**src/rtl/rlbp_code_capture_if.sv**
```systemverilog
// Control, comparator and FIFO-drain signals between the sequencer/readout side
// and the RLBP code capture block.
interface rlbp_code_capture_if #(
    parameter int NBITS = 12
);
    logic             start_i;
    logic             bit_valid_i;
    logic             abort_i;
    logic             cmp_i;
    logic             pop_i;
    logic             clr_ovf_i;
    logic [NBITS+3:0] data_o;
    logic             empty_o;
    logic             full_o;
    logic             overflow_o;
    logic             busy_o;
    logic             irq_o;

    modport master (
        output start_i, bit_valid_i, abort_i, cmp_i, pop_i, clr_ovf_i,
        input  data_o, empty_o, full_o, overflow_o, busy_o, irq_o
    );

    modport slave (
        input  start_i, bit_valid_i, abort_i, cmp_i, pop_i, clr_ovf_i,
        output data_o, empty_o, full_o, overflow_o, busy_o, irq_o
    );
endinterface

```
**src/rtl/rlbp_code_capture.sv**
```systemverilog
// RLBP back end: synchronizes the comparator, assembles NBITS decisions into a
// tagged code and queues completed codes in a first-word-fallthrough FIFO.
module rlbp_code_capture #(
    parameter int NBITS    = 12,
    parameter int DEPTH    = 8,
    parameter int SYNC_LAT = 2
) (
    input  logic                  wb_clk_i,
    input  logic                  wb_rst_i,
    rlbp_code_capture_if.slave    bus
);
    localparam int AW = $clog2(DEPTH);
    localparam int CW = AW + 1;
    localparam int BW = (NBITS > 1) ? $clog2(NBITS) : 1;
    localparam int SW = $clog2(SYNC_LAT + 1);
    localparam int W  = NBITS + 4;

    typedef enum logic [2:0] {IDLE, ACQ, SETTLE, CAPTURE, PUSH} state_t;

    state_t            state_q;
    logic              busy_q;
    logic [BW-1:0]     bit_cnt_q;
    logic [SW-1:0]     settle_q;
    logic [NBITS-1:0]  shreg_q;
    logic [3:0]        tag_q;
    logic              cmp_meta_q, cmp_s_q;

    logic [W-1:0]      mem_q [DEPTH];
    logic [AW-1:0]     wr_ptr_q, wr_ptr_d, rd_ptr_q, rd_ptr_d;
    logic [CW-1:0]     count_q, count_d;
    logic              ovf_q, ovf_d;
    logic              empty, full, push_en, pop_en, wr_en, ovf_set;

    // cmp_i is asynchronous to the system clock
    always_ff @(posedge wb_clk_i or posedge wb_rst_i) begin
        if (wb_rst_i) begin
            cmp_meta_q <= 1'b0;
            cmp_s_q    <= 1'b0;
        end else begin
            cmp_meta_q <= bus.cmp_i;
            cmp_s_q    <= cmp_meta_q;
        end
    end

    always_ff @(posedge wb_clk_i or posedge wb_rst_i) begin
        if (wb_rst_i) begin
            state_q   <= IDLE;
            busy_q    <= 1'b0;
            bit_cnt_q <= '0;
            settle_q  <= '0;
            shreg_q   <= '0;
            tag_q     <= 4'd0;
        end else if (bus.abort_i) begin
            state_q <= IDLE;
            busy_q  <= 1'b0;
        end else begin
            case (state_q)
                IDLE: if (bus.start_i) begin
                    shreg_q   <= '0;
                    bit_cnt_q <= '0;
                    state_q   <= ACQ;
                    busy_q    <= 1'b1;
                end
                ACQ: if (bus.bit_valid_i) begin
                    settle_q <= SW'(SYNC_LAT - 1);
                    state_q  <= SETTLE;
                end
                SETTLE: begin
                    if (settle_q == '0) state_q <= CAPTURE;
                    else                settle_q <= settle_q - SW'(1);
                end
                CAPTURE: begin
                    shreg_q[bit_cnt_q] <= cmp_s_q;
                    if (bit_cnt_q == BW'(NBITS - 1)) begin
                        state_q <= PUSH;
                    end else begin
                        bit_cnt_q <= bit_cnt_q + BW'(1);
                        state_q   <= ACQ;
                    end
                end
                PUSH: begin
                    // tag counts every completed code, even one dropped on overflow
                    tag_q   <= tag_q + 4'd1;
                    state_q <= IDLE;
                    busy_q  <= 1'b0;
                end
                default: begin
                    state_q <= IDLE;
                    busy_q  <= 1'b0;
                end
            endcase
        end
    end

    assign empty   = (count_q == '0);
    assign full    = (count_q == CW'(DEPTH));
    assign push_en = (state_q == PUSH) && !bus.abort_i;
    assign pop_en  = bus.pop_i && !empty;
    // a pop in the push cycle frees the slot, so a full FIFO still accepts
    assign wr_en   = push_en && (!full || pop_en);
    assign ovf_set = push_en && full && !pop_en;

    always_comb begin
        wr_ptr_d = wr_ptr_q;
        rd_ptr_d = rd_ptr_q;
        count_d  = count_q;
        ovf_d    = ovf_q;
        if (wr_en)  wr_ptr_d = wr_ptr_q + AW'(1);
        if (pop_en) rd_ptr_d = rd_ptr_q + AW'(1);
        case ({wr_en, pop_en})
            2'b10:   count_d = count_q + CW'(1);
            2'b01:   count_d = count_q - CW'(1);
            default: count_d = count_q;
        endcase
        if (ovf_set)            ovf_d = 1'b1;
        else if (bus.clr_ovf_i) ovf_d = 1'b0;
    end

    always_ff @(posedge wb_clk_i or posedge wb_rst_i) begin
        if (wb_rst_i) begin
            wr_ptr_q <= '0;
            rd_ptr_q <= '0;
            count_q  <= '0;
            ovf_q    <= 1'b0;
        end else begin
            wr_ptr_q <= wr_ptr_d;
            rd_ptr_q <= rd_ptr_d;
            count_q  <= count_d;
            ovf_q    <= ovf_d;
        end
    end

    always_ff @(posedge wb_clk_i) begin
        if (wr_en) mem_q[wr_ptr_q] <= {tag_q, shreg_q};
    end

    assign bus.data_o     = empty ? '0 : mem_q[rd_ptr_q];
    assign bus.empty_o    = empty;
    assign bus.full_o     = full;
    assign bus.overflow_o = ovf_q;
    assign bus.busy_o     = busy_q;
    assign bus.irq_o      = !empty;
endmodule

```
**src/flat_wrapper.sv**
```systemverilog
// flat-port wrapper written by rule: the top's interface ports become plain ports
module rlbp_code_capture_flat 
#(
    parameter int NBITS    = 12,
    parameter int DEPTH    = 8,
    parameter int SYNC_LAT = 2
)
  (wb_clk_i, wb_rst_i, bus_start_i, bus_bit_valid_i, bus_abort_i, bus_cmp_i, bus_pop_i, bus_clr_ovf_i, bus_data_o, bus_empty_o, bus_full_o, bus_overflow_o, bus_busy_o, bus_irq_o);
  rlbp_code_capture_if #(.NBITS(NBITS)) bus_i ();
  input  logic wb_clk_i;
  input  logic wb_rst_i;
  input wire logic [$bits(bus_i.start_i)-1:0] bus_start_i;
  input wire logic [$bits(bus_i.bit_valid_i)-1:0] bus_bit_valid_i;
  input wire logic [$bits(bus_i.abort_i)-1:0] bus_abort_i;
  input wire logic [$bits(bus_i.cmp_i)-1:0] bus_cmp_i;
  input wire logic [$bits(bus_i.pop_i)-1:0] bus_pop_i;
  input wire logic [$bits(bus_i.clr_ovf_i)-1:0] bus_clr_ovf_i;
  output wire logic [$bits(bus_i.data_o)-1:0] bus_data_o;
  output wire logic [$bits(bus_i.empty_o)-1:0] bus_empty_o;
  output wire logic [$bits(bus_i.full_o)-1:0] bus_full_o;
  output wire logic [$bits(bus_i.overflow_o)-1:0] bus_overflow_o;
  output wire logic [$bits(bus_i.busy_o)-1:0] bus_busy_o;
  output wire logic [$bits(bus_i.irq_o)-1:0] bus_irq_o;
  assign bus_i.start_i = bus_start_i;
  assign bus_i.bit_valid_i = bus_bit_valid_i;
  assign bus_i.abort_i = bus_abort_i;
  assign bus_i.cmp_i = bus_cmp_i;
  assign bus_i.pop_i = bus_pop_i;
  assign bus_i.clr_ovf_i = bus_clr_ovf_i;
  assign bus_data_o = bus_i.data_o;
  assign bus_empty_o = bus_i.empty_o;
  assign bus_full_o = bus_i.full_o;
  assign bus_overflow_o = bus_i.overflow_o;
  assign bus_busy_o = bus_i.busy_o;
  assign bus_irq_o = bus_i.irq_o;
  rlbp_code_capture #(.NBITS(NBITS), .DEPTH(DEPTH), .SYNC_LAT(SYNC_LAT)) u_core (.wb_clk_i(wb_clk_i), .wb_rst_i(wb_rst_i), .bus(bus_i));
endmodule
```
**config.mk**
```make
export PLATFORM = sky130hd
export DESIGN_NAME = rlbp_code_capture_flat
export DESIGN_NICKNAME = d
export VERILOG_FILES = /design/src/rtl/rlbp_code_capture_if.sv /design/src/rtl/rlbp_code_capture.sv /design/src/flat_wrapper.sv
export SDC_FILE = /design/constraint.sdc
export NUM_CORES = 1
export LEC_CHECK = 0
export CAP_MARGIN = 20
export CORE_ASPECT_RATIO = 1.5
export CORE_MARGIN = 3
export CORE_UTILIZATION = 55
export DETAILED_ROUTE_END_ITERATION = 8
export GPL_ROUTABILITY_DRIVEN = 0
export PLACE_DENSITY = 0.8
export SYNTH_ARGS = -nofsm -noshare
export SYNTH_HDL_FRONTEND = slang
export SYNTH_SLANG_ARGS = --single-unit
```
**constraint.sdc**
```tcl
create_clock -name wb_clk_i -period 4.8 [get_ports wb_clk_i]
set_clock_uncertainty 0.05 [all_clocks]
set_input_delay 1.2 -clock wb_clk_i [delete_from_list [all_inputs] [get_ports wb_clk_i]]
set_output_delay 1.2 -clock wb_clk_i [all_outputs]
set_load 0.03 [all_outputs]
```
* Yosys cells after proc, flatten, opt, wreduce, memory -nomap -nowiden
Memories as Yosys holds them, arrays and structs flattened.
Cells that the tools add are included.
W data, S select, Z words.
** Storage, ports and cells
- RAM bits :: 128
- Memories :: 1
- Output and inout port bits :: 21
- Word-level logic and storage cells :: 90
- Input port bits :: 8
- Register bits after elaboration :: 39
** Memory list
- u_core.mem_q :: depth 8, bits a word 16, read ports 1, clocked after Yosys merged registers in 0, write ports 1, line rlbp_code_capture.sv:28 : logic [W-1:0] mem_q [DEPTH];
** Operators by class
- Reduce and logical (&&, ||, !) cells :: 25
- Bitwise operators :: 1
- Eq/ne operators :: 16
- Add/subtract/negate cells :: 7
- $lt $le $gt $ge :: 2
- Mux-type cells :: 26
** Operators by type and width (number)
- $pmux W12 S2 :: 1
- $mux W16 :: 1
- $pmux W4 S2 :: 2
- $mux W3 :: 5
- $add A4 B1 Y4 const B :: 3
- $bwmux W12 :: 1
- $mux W12 :: 1
- $pmux W3 S4 :: 1
- $eq A4 B4 Y1 const B :: 2
- $mux W4 :: 2
- $ne A2 B2 Y1 const B :: 4
- $reduce_and A4 Y1 :: 2
- $reduce_bool A2 Y1 :: 4
- $mux W1 :: 7
- $add A3 B1 Y3 const B :: 2
- $eq A3 B2 Y1 const B :: 2
- $logic_and A1 B1 Y1 :: 6
- $ne A3 B3 Y1 const B :: 2
- $reduce_and A3 Y1 :: 2
- $lt A4 B5 Y1 const B :: 1
- $demux W1 S4 :: 1
- $ge A4 B1 Y1 const B :: 1
- $logic_not A1 Y1 :: 4
- $logic_not A4 Y1 :: 1
- 17 further kinds :: 19

* Logic depth before layout (Yosys ltp)
- Word-level depth :: 7
- Depth in mapped cells :: 11
- Gate-level depth less buffers :: 9

* Least setup slack after synthesis
OpenSTA, ideal clock, no wires.
- Kind :: input-to-reg
- Start point :: input bus_abort_i
- End point :: memory u_core.mem_q[4][0] (netlist name), enable pin
- Slack :: 0.703 ns
- Data required time :: 4.314 ns
- Buffers on the path :: 0
- Stages on the path :: 3
- Arrival time :: 3.611 ns
- Path through :: nor4b_4 > o21ai_4 > nor4b_1
** Between the ends
- Word-level cells in the longest chain between the ends :: 5
** RTL lines
- from (decl) :: line flat_wrapper.sv:14 : input wire logic [$bits(bus_i.abort_i)-1:0] bus_abort_i;
- $logic_not A1 Y1 :: line rlbp_code_capture.sv:97 : assign push_en = (state_q == PUSH) && !bus.abort_i;
- $logic_and A1 B1 Y1 :: line rlbp_code_capture.sv:97
- $logic_and A1 B1 Y1 :: line rlbp_code_capture.sv:100 : assign wr_en = push_en && (!full || pop_en);
- $mux W1 :: line rlbp_code_capture.sv:134 : if (wr_en) mem_q[wr_ptr_q] <= {tag_q, shreg_q};
- $mux W1 (implied by the code) :: line rlbp_code_capture.sv:134
- to (decl) :: line rlbp_code_capture.sv:28
Every way passes these cells.

* Final worst setup path
- Start point :: register u_core.count_q[0]
- End point :: output bus_data_o[9]
** Between the ends
- Word-level cells in the longest chain between the ends :: 2
** RTL lines
- from (decl) :: line rlbp_code_capture.sv:30 : logic [CW-1:0] count_q, count_d;
- from (signal assigned) :: line rlbp_code_capture.sv:128 : count_q <= count_d;
- $logic_not A4 Y1 :: line rlbp_code_capture.sv:95 : assign empty = (count_q == '0);
- $mux W16 :: line rlbp_code_capture.sv:137 : assign bus.data_o = empty ? '0 : mem_q[rd_ptr_q];
- to (decl) :: line flat_wrapper.sv:18 : output wire logic [$bits(bus_i.data_o)-1:0] bus_data_o;
Every way passes these cells.

==> run_summary.xml <==
<?xml version="1.0" encoding="UTF-8"?>
<metrics>
  <group name="clocking">
    <metric name="clk_latency" unit="ns">0.42</metric>
    <metric name="htree_levels" unit="">4</metric>
    <metric name="cts-resized-gates" unit="">0</metric>
    <metric name="cts_num_sinks" unit="">167</metric>
    <metric name="postCtsHoldBufs" unit="">0</metric>
    <metric name="ctsLongestPathBuffers" unit="">2</metric>
    <metric name="cts_tree" unit="">built</metric>
    <metric name="cts_inserted_buffers" unit="">17</metric>
    <metric name="clk_pin_slew_worst_paths" unit="ns">0.06</metric>
    <metric name="cts_post_setup_buffers_inserted" unit="">0</metric>
    <metric name="clock_root_cell" unit="">sky130_fd_sc_hd__clkbuf_16</metric>
  </group>
  <group name="floorplanning">
    <metric name="die_w" unit="um">98.4</metric>
    <metric name="starting_density_of_the_core" unit="%">56.3</metric>
    <metric name="fp.dieH" unit="um">145</metric>
    <metric name="num_rows" unit="">50</metric>
    <metric name="floorplan.die_area" unit="um2">14200</metric>
    <metric name="placeableCoreArea" unit="um2">12500</metric>
    <metric name="io-pin-count" unit="">29</metric>
  </group>
  <group name="synth">
    <metric name="synthCells" unit="">406</metric>
    <metric name="post_synthesis_compound_gate_area_fraction" unit="%">7.68</metric>
    <metric name="synth_enable_flop_cells" unit="">128</metric>
    <metric name="synthesis.area_per_instance" unit="um2">17.3</metric>
    <metric name="synthSimpleGateAreaFrac" unit="%">6.03</metric>
    <metric name="yosys.area_share.xor_xnor" unit="%">1.24</metric>
    <metric name="async_reset_ff_share" unit="%">23.4</metric>
    <metric name="synth_fp_nets" unit="">425</metric>
    <metric name="synth_ff_type" unit="">sky130_fd_sc_hd__edfxtp_1</metric>
    <metric name="synth_seq_cells" unit="">167</metric>
    <metric name="synthMuxAreaShare" unit="%">11.3</metric>
    <metric name="synth_seq_area_share" unit="%">68.5</metric>
    <metric name="combinational_family_with_the_most_area_after_synthesis" unit="">multiplexers</metric>
    <metric name="synth_fa_ha_area_share" unit="%">1.96</metric>
    <metric name="syn-cell-area" unit="um2">7040</metric>
    <metric name="ys.warnings.count" unit="">0</metric>
    <metric name="synth_cell_types" unit="">56</metric>
  </group>
  <group name="timing">
    <metric name="grt_setup_unrepaired" unit="">no</metric>
    <metric name="finalCritPeriodShare" unit="%">81.8</metric>
    <metric name="fmax" unit="MHz">255</metric>
    <metric name="hold_viol_final" unit="">0</metric>
    <metric name="fin_setup_tns" unit="ns">0</metric>
    <metric name="report.final.slew_viol_count" unit="">0</metric>
    <metric name="pin_slew_with_the_least_headroom_to_its_limit" unit="ns">0.907</metric>
    <metric name="period_minus_slack" unit="ns">3.93</metric>
    <metric name="slew-limit-headroom" unit="%">39.5</metric>
    <metric name="finalSetupViolations" unit="">0</metric>
  </group>
  <group name="grt">
    <metric name="grt_max_degree" unit="">35</metric>
    <metric name="grt_use_total" unit="%">20.2</metric>
    <metric name="globalRouteOverflowTotal" unit="">0</metric>
    <metric name="antenna_found_initial" unit="">0</metric>
    <metric name="first_pass_grt_wire_length" unit="um">21700</metric>
    <metric name="first_global_vias" unit="">4054</metric>
  </group>
  <group name="setup_path">
    <metric name="crit_path_cell_trace" unit="">or4_4, inv_2, nor2_1, buf_4, a22o_1, clkdlybuf4s50_1</metric>
    <metric name="crit_path_start_kind" unit="">flip-flop</metric>
    <metric name="endpoint_kind" unit="">primary output</metric>
    <metric name="worst_path_largest_cell_delay" unit="ns">0.61</metric>
    <metric name="reg2reg_setup_slack" unit="ns">1.71</metric>
    <metric name="critical_path_fanouts_max" unit="">16</metric>
    <metric name="critical_path_required" unit="ns">3.55</metric>
    <metric name="setup.worst_path.class" unit="">flip-flop to primary output</metric>
    <metric name="critical_path_arrival" unit="ns">2.68</metric>
    <metric name="critical-path-slowest-cell" unit="">sky130_fd_sc_hd__clkdlybuf4s50_1</metric>
  </group>
  <group name="finish">
    <metric name="antennaDiodeCount" unit="">0</metric>
    <metric name="syn2layout_area_growth" unit="%">15.4</metric>
    <metric name="mostFrequentLayoutCells" unit="">128 x sky130_fd_sc_hd__edfxtp_1, 38 x sky130_fd_sc_hd__dfrtp_1, 32 x sky130_fd_sc_hd__mux4_2</metric>
    <metric name="ff_latch_area" unit="um2">4820</metric>
    <metric name="final_core_util" unit="%">65.0</metric>
    <metric name="fill_cells" unit="">830</metric>
    <metric name="nets" unit="">458</metric>
    <metric name="drive_gt1_share" unit="%">23.5</metric>
    <metric name="layout.cells.most_common" unit="">sky130_fd_sc_hd__edfxtp_1</metric>
    <metric name="multi_input_area" unit="um2">2030</metric>
  </group>
  <group name="run_status">
    <metric name="outcome" unit="">completed</metric>
  </group>
  <group name="pwr">
    <metric name="vdd_ir_drop_max" unit="uV">297</metric>
    <metric name="pwr_density_cell" unit="nW/um2">533</metric>
    <metric name="p_leak" unit="nW">2.83</metric>
  </group>
  <group name="detailed_routing">
    <metric name="vias_per_cell" unit="">6.15</metric>
    <metric name="totalWireLength" unit="um">13300</metric>
    <metric name="remaining_drc_errors" unit="">0</metric>
    <metric name="drtPass1Iterations" unit="">4</metric>
    <metric name="drt_first_iter_violations" unit="">252</metric>
    <metric name="dr_total_vias" unit="">3741</metric>
    <metric name="drtAntennaViolNets" unit="">0</metric>
    <metric name="detail_route.wl_per_cell" unit="um">22.0</metric>
  </group>
  <group name="placed_design">
    <metric name="detailedPlacementHpwl" unit="um">8400</metric>
    <metric name="placement.io_buffers" unit="">28</metric>
  </group>
  <group name="job">
    <metric name="number_of_maximum_capacitance_constraint_violations" unit="">0</metric>
  </group>
  <group name="worst_hold_path">
    <metric name="hold_path_class" unit="">flip-flop to flip-flop</metric>
  </group>
</metrics>
## cells in the mapped netlist (all sizes together), types with 3 or more instances
| master | number | area, um2 |
|---|---|---|
| edfxtp | 128 | 3840 |
| dfrtp | 39 | 976 |
| mux4 | 32 | 721 |
| inv | 23 | 86.3 |
| a22o | 18 | 165 |
| buf | 14 | 93.8 |
| clkbuf | 14 | 52.6 |
| o211ai | 14 | 105 |
| nand4 | 12 | 75.1 |
| a2111o | 11 | 124 |
| ha | 11 | 138 |
| nor2 | 9 | 33.8 |
| xnor2 | 8 | 70.1 |
| nand2 | 6 | 22.5 |
| mux2 | 5 | 56.3 |
| nand3 | 5 | 25.0 |
| o21ai | 5 | 36.3 |
| a21oi | 4 | 20.0 |
| nor3b | 4 | 30.0 |
| nand3b | 3 | 22.5 |
| nor2b | 3 | 18.8 |
| nor3 | 3 | 15.0 |
| nor4b | 3 | 41.3 |
| or3b | 3 | 26.3 |
| or4 | 3 | 26.3 |
## report_power, final
| part | switching (mW) | internal, mW | total (mW) |
|---|---|---|---|
| Sequential | 0.0595 | 1.59 | 1.65 |
| Combinational | 0.702 | 0.637 | 1.34 |
| Clock | 0.567 | 0.777 | 1.34 |
## per-stage QoR
stage                     setup slack, ns  hold WS [ns]  std cells  cell area (um2)  power, mW
after global placement              0.838         0.282        575             7510       3.00
after global routing                0.792         0.320        608             8130       4.51
after detailed placement            0.791         0.285        575             7510       3.03
after floorplan                     0.703         0.281        406             7040       2.65
after CTS                           0.846         0.300        607             8100       4.37
final                               0.872         0.298        608             8130       4.33
## registers in the layout (all words and copies together) (netlist names), 2 cells and up
name	flops
u_core.tag_q	4
u_core.shreg_q	12
u_core.count_q	4
u_core.mem_q	128
u_core.bit_cnt_q	4
u_core.rd_ptr_q	3
u_core.settle_q	2
u_core.wr_ptr_q	3
u_core.state_q	3
## cell families (layout without fill, tap and decap cells)
logic type	count (synthesis)	in the layout
AO/OA/AOI/OAI	63	63
flip-flops	167	167
multiplexers	39	39
buffers and inverters	51	97
XOR/XNOR	10	10
adder cells (fa/ha/maj)	11	11
AND/OR/NAND/NOR	65	65
## final timing paths
kind,start,to,cells after the start
hold / removal,u_core.cmp_meta_q,u_core.cmp_s_q,0
setup / recovery,u_core.count_q[0],bus_data_o[9],6
min in group asynchronous,wb_rst_i,u_core.rd_ptr_q[2],2
hold reg to reg,u_core.cmp_meta_q,u_core.cmp_s_q,0
max in group asynchronous,wb_rst_i,u_core.bit_cnt_q[1],4
setup reg to reg,u_core.state_q[2],u_core.count_q[3],6
## worst max-delay path, delay by kind of cell (launching register included)
family	cells	cell delay, ns
AOI/OAI and AO/OA	1	0.27
buffers and inverters	3	0.90
DFF	1	0.46
and+or+nand+nor	2	0.64
## per-layer routing
metal / vias up / share of wire [%] / track usage [%]
li1: 1696 / - / -
met1: 1944 / 38 / 22.9
met2: 85 / 56 / 37.7
met3: 16 / 3.6 / 4.05
met4: 0 / 1.8 / 7.05
met5: - / 0 / 0
## cell type report
cell class | instances | share of cell area [%]
clock buffers | 17 | 5.23
flip-flops and latches | 167 | 59.3
repair buffers | 42 | 4.99
well taps | 156 | 2.40
clock inverters | 15 | 2.06
inverters | 23 | 1.06
multi-input cells | 188 | 24.9
Power figures use the tool's default switching activity.
